`config.mk`:
```
export PLATFORM = sky130hd
export DESIGN_NAME = clkdiv_ctrl
export DESIGN_NICKNAME = d
export VERILOG_FILES = /design/src/rtl/clkdiv_pkg.sv /design/src/rtl/clkdiv_phase_cnt.sv /design/src/rtl/clkdiv_ctrl.sv
export SDC_FILE = /design/constraint.sdc
export NUM_CORES = 1
export LEC_CHECK = 0
export CAP_MARGIN = 20
export CORE_MARGIN = 2
export CORE_UTILIZATION = 55
export CTS_CLUSTER_SIZE = 16
export DETAILED_ROUTE_END_ITERATION = 8
export PLACE_DENSITY = 0.8
export SYNTH_ARGS = -nofsm -noshare
export SYNTH_HDL_FRONTEND = slang
export SYNTH_SLANG_ARGS = --single-unit
```
`constraint.sdc`:
```
create_clock -name clk -period 3.7 [get_ports clk]
set_input_delay 0.37 -clock clk [delete_from_list [all_inputs] [get_ports clk]]
set_output_delay 0.37 -clock clk [all_outputs]
set_load 0.005 [all_outputs]
```
`src/rtl/clkdiv_pkg.sv`:
```
// clkdiv_pkg: shared state type and default widths for the clock-divider controller
package clkdiv_pkg;
  typedef enum logic {IDLE, RUN} state_t;
  localparam int CNT_W_DEF = 8;
  localparam int BURST_W_DEF = 8;
endpackage

```
`src/rtl/clkdiv_phase_cnt.sv`:
```
// clkdiv_phase_cnt: loadable half-period down-counter; ports clk, rst (async low), load, en, load_val, zero
module clkdiv_phase_cnt #(
  parameter int W = 8
) (
  input  logic         clk,
  input  logic         rst,
  input  logic         load,
  input  logic         en,
  input  logic [W-1:0] load_val,
  output logic         zero
);
  logic [W-1:0] cnt;
  always_ff @(posedge clk or negedge rst)
    if (!rst) cnt <= '0;
    else if (load) cnt <= load_val;
    else if (en && cnt != '0) cnt <= cnt - 1'b1;
  assign zero = cnt == '0;
endmodule

```
`src/rtl/clkdiv_ctrl.sv`:
```
// clkdiv_ctrl: programmable divided clock with bursts/stop; ports clk, rst (async low), cfg_valid/cfg_ready/cfg_div/cfg_burst, stop, clk_out, tick, busy, done, period_cnt; CLKDIV_SHADOW_EN enables in-run reconfiguration
module clkdiv_ctrl import clkdiv_pkg::*; #(
  parameter int CNT_W = CNT_W_DEF,
  parameter int BURST_W = BURST_W_DEF
) (
  input  logic               clk,
  input  logic               rst,
  input  logic               cfg_valid,
  output logic               cfg_ready,
  input  logic [CNT_W-1:0]   cfg_div,
  input  logic [BURST_W-1:0] cfg_burst,
  input  logic               stop,
  output logic               clk_out,
  output logic               tick,
  output logic               busy,
  output logic               done,
  output logic [BURST_W-1:0] period_cnt
);
  state_t state, state_n;
  logic [CNT_W-1:0] h, h_n, cfg_h, load_val;
  logic [BURST_W-1:0] b, b_n, pc_n, pc_inc;
  logic clk_out_n, tick_n, done_n, stop_pend, stop_pend_n;
  logic run, accept, zero, load, stop_any, burst_end;
  assign run = state == RUN;
  assign busy = run;
  assign accept = cfg_valid && cfg_ready;
  assign cfg_h = cfg_div == '0 ? CNT_W'(1) : cfg_div;
  assign pc_inc = period_cnt + 1'b1;
  assign stop_any = stop_pend || stop;
  assign burst_end = b != '0 && pc_inc == b;
`ifdef CLKDIV_SHADOW_EN
  logic sv, sv_n;
  logic [CNT_W-1:0] sh_h, sh_h_n;
  logic [BURST_W-1:0] sh_b, sh_b_n;
  assign cfg_ready = !run || !sv;
`else
  assign cfg_ready = !run;
`endif
  clkdiv_phase_cnt #(.W(CNT_W)) u_phase (
    .clk(clk), .rst(rst), .load(load), .en(run), .load_val(load_val), .zero(zero)
  );
  always_comb begin
    state_n = state;
    h_n = h;
    b_n = b;
    pc_n = period_cnt;
    clk_out_n = clk_out;
    tick_n = 1'b0;
    done_n = 1'b0;
    stop_pend_n = run && stop_any;
    load = 1'b0;
    load_val = h - 1'b1;
`ifdef CLKDIV_SHADOW_EN
    sv_n = sv;
    sh_h_n = sh_h;
    sh_b_n = sh_b;
    if (run && accept) begin
      sv_n = 1'b1;
      sh_h_n = cfg_h;
      sh_b_n = cfg_burst;
    end
`endif
    if (!run) begin
      if (accept) begin
        state_n = RUN;
        h_n = cfg_h;
        b_n = cfg_burst;
        pc_n = '0;
        clk_out_n = 1'b1;
        tick_n = 1'b1;
        load = 1'b1;
        load_val = cfg_h - 1'b1;
      end
    end else if (zero && clk_out) begin
      clk_out_n = 1'b0;
      load = 1'b1;
    end else if (zero) begin
      pc_n = pc_inc;
`ifdef CLKDIV_SHADOW_EN
      if (!stop_any && sv) begin
        h_n = sh_h;
        b_n = sh_b;
        pc_n = '0;
        clk_out_n = 1'b1;
        tick_n = 1'b1;
        load = 1'b1;
        load_val = sh_h - 1'b1;
        sv_n = 1'b0;
      end else
`endif
      if (stop_any || burst_end) begin
        state_n = IDLE;
        done_n = 1'b1;
        stop_pend_n = 1'b0;
      end else begin
        clk_out_n = 1'b1;
        tick_n = 1'b1;
        load = 1'b1;
      end
    end
`ifdef CLKDIV_SHADOW_EN
    if (state_n == IDLE) sv_n = 1'b0;
`endif
  end
  always_ff @(posedge clk or negedge rst)
    if (!rst) begin
      state <= IDLE;
      h <= '0;
      b <= '0;
      period_cnt <= '0;
      clk_out <= 1'b0;
      tick <= 1'b0;
      done <= 1'b0;
      stop_pend <= 1'b0;
    end else begin
      state <= state_n;
      h <= h_n;
      b <= b_n;
      period_cnt <= pc_n;
      clk_out <= clk_out_n;
      tick <= tick_n;
      done <= done_n;
      stop_pend <= stop_pend_n;
    end
`ifdef CLKDIV_SHADOW_EN
  always_ff @(posedge clk or negedge rst)
    if (!rst) begin
      sv <= 1'b0;
      sh_h <= '0;
      sh_b <= '0;
    end else begin
      sv <= sv_n;
      sh_h <= sh_h_n;
      sh_b <= sh_b_n;
    end
`endif
endmodule

```
==> results.cfg <==
[floorplanning]
pin_count = 33
rows = 23
dieWidth_um = 69.12
dieArea_um2 = 4778
start_util = 0.5789
design.core.area_um2 = 4029
die_y_um = 69.12

[timing]
setup_viol = 0
maxSlewHeadroom = 0.6206
fin_skew_ns = 0.004801
fin_crit_sh = 0.8012
rsz0062_at_grt = false
finalSetupTns_ns = 0
finalCriticalPeriod_ns = 2.965
fmax_mhz = 337.3
slew_viol_final = 0
worst_pin_slew_ns = 0.5673
hold_viol = 0

[global_route]
antenna_found_initial = 0
overflow = 0
first_global_vias = 1966
track_usage = 0.2355
grt_max_degree = 38
grt_pass1_wl_um = 9183

[yosys]
synth_top_area_share = 0.3970
avgSynthCellArea_um2 = 8.389
synthTopCellsByCount = 59 x nand2_1, 37 x dfrtp_1, 30 x nor2_1, 15 x o21ai_0, 10 x xnor2_1
syn-cell-area_um2 = 2332
synthCells = 278
synth_ff_type = dfrtp_1
yosysWarningCount = 0
ys_seq_elements = 37
synthTopCellsByArea = dfrtp_1 40%, nand2_1 9.5%, nor2_1 4.8%, xnor2_1 3.8%, o21ai_0 3.2%
yosysSeqAreaShare = 0.3970
syn-num-nets = 303
synth_most_common_cell = nand2_1
synth_edf_count = 0
yosysUniqueCellTypes = 53
synthArstFlopShare = 1.000
yosys.area.top_type = dfrtp_1

[clock_network]
cts_tree = built
clkTransAtPathRegs_ns = 0.08
clk-insertion-delay-late_ns = 0.30
clkSinkCount = 37
numCtsBuffers = 5
cts-resized-gates = 0
cts_hold_buffers = 0
cts_root_buf = clkbuf_8
post_cts_buffers = 0
cts_buffer_depth = 2
h-tree-depth = 2

[run_status]
status = finished, final reports clean

[cells_and_area]
nNetsFinal = 332
multi_input_area_um2 = 1297
fin_util = 0.6910
regArea_um2 = 925.9
fillCellCount = 336
post-route-cell-area_um2 = 2784
antenna_cells = 0
layout-drive-gt1-share = 0.06169
syn2layout_area_growth_pct = 19.37

[critical_path]
path_max_fanout = 9
ff2ff_path_depth = 9
cp_data_required_time_ns = 3.88
critical_path_class = register to register
cp-start-kind = register
cp-end-kind = register
arrival_ns = 3.14

[detailed_routing]
ant_nets = 0
viasPerCell = 5.911
post_drt_wl_per_cell_um = 14.46
wl_um = 5175
drt_iter0_drc = 276
drc = 0
drtPass1Iterations = 5
vias = 2116

[run]
cap_violations = 0

[placement]
hpwl_um = 3659
globalplace.congestion = 0.9386
dpl_cell_area_um2 = 2669
io_buffer_count = 32

[worst_hold_path]
hold_path_class = input port to asynchronous set/reset pin

[power_and_ir_drop]
power.density_nw_per_um2 = 775.7
leakagePower_uw = 0.001218
ir_drop_mv = 0.4624
[routing by layer]
metal,global-route usage,share of wire,vias to the layer above
met4,0.08061,0.021,0
li1,-,-,1029
met1,0.3346,0.46,981
met2,0.3547,0.45,92
met3,0.05409,0.066,14
met5,0,0,-
[worst paths after layout]
check | start | to | slack [ns]
max in group asynchronous | rst | tick$_DFF_PN0_ | 2.87
min in group clk | h[7]$_DFFE_PN0P_ | h[7]$_DFFE_PN0P_ | 0.51
setup / recovery | period_cnt[0]$_DFFE_PN0P_ | u_phase.cnt[0]$_DFFE_PN0P_ | 0.74
hold / removal | rst | b[3]$_DFFE_PN0P_ | 0.48
setup reg to reg | period_cnt[0]$_DFFE_PN0P_ | u_phase.cnt[0]$_DFFE_PN0P_ | 0.74
hold reg to reg | h[7]$_DFFE_PN0P_ | h[7]$_DFFE_PN0P_ | 0.51
[flip-flops by register name, indices dropped and copies added (netlist names)]
name	flops
h	8
stop_pend	1
busy	1
tick	1
period_cnt	8
clk_out	1
done	1
b	8
u_phase.cnt	8
[worst max-delay path: stages (launching register included)]
cell       delay, ns
dfrtp_1         0.46
ha_1            0.31
xor3_1          0.40
a2111oi_2       0.23
o311ai_1        0.23
o41ai_4         0.46
a21o_1          0.39
inv_4           0.10
xnor2_1         0.18
mux2i_1         0.10
[layout make-up]
type	instances	share of cell area
multi-input combinational	218	0.4661
sequential	37	0.3326
timing repair buffer	35	0.1231
clock buffer	5	0.02472
tap	50	0.02247
clock inverter	3	0.01663
inverter	10	0.01438
[placed cells by master (no fill, tap or decap), types with 2 or more instances in the layout]
cell type,instances
inv_1,9
ha_1,5
o21ai_1,3
nand2b_1,5
o21ai_0,15
nand4_1,5
nand2_1,59
dfrtp_1,37
o21a_1,4
a21o_1,3
nor3_1,9
o41ai_1,3
xor2_1,6
xnor2_1,10
buf_4,3
o221ai_1,2
nand3_1,4
nor4_1,5
a31oi_1,5
clkbuf_8,5
or3_1,5
a21oi_1,7
nor2_1,30
and3_1,2
mux2i_1,2
nor2b_1,4
clkdlybuf4s50_1,32
a2bb2oi_1,2
[per-stage QoR]
stage | hold WS (ns) | total power [uW] | std cells | setup slack [ns]
after floorplan | 0.07441 | 1485 | 278 | 1.050
after global placement | 0.4886 | 1768 | 350 | 0.9322
after detailed placement | 0.4986 | 1789 | 350 | 0.8030
after CTS | 0.5036 | 2156 | 358 | 0.7709
after global routing | 0.5465 | 2331 | 358 | 0.5312
final | 0.4800 | 2160 | 358 | 0.7354
[where the power goes]
group	total (uW)	switching, uW	internal, uW	leakage (uW)
Sequential	846	258	588	0.000444
Combinational	952	469	483	0.000720
Clock	361	160	202	0.0000543
[logic make-up after synthesis]
kind of cell / synth area share
buf+inv: 0.04667
flops: 0.3970
simple gates: 0.2613
compound gates: 0.1894
fa+ha+maj: 0.02682
xor+xnor: 0.07028
mux: 0.008584
Power figures use the tool's default switching activity.
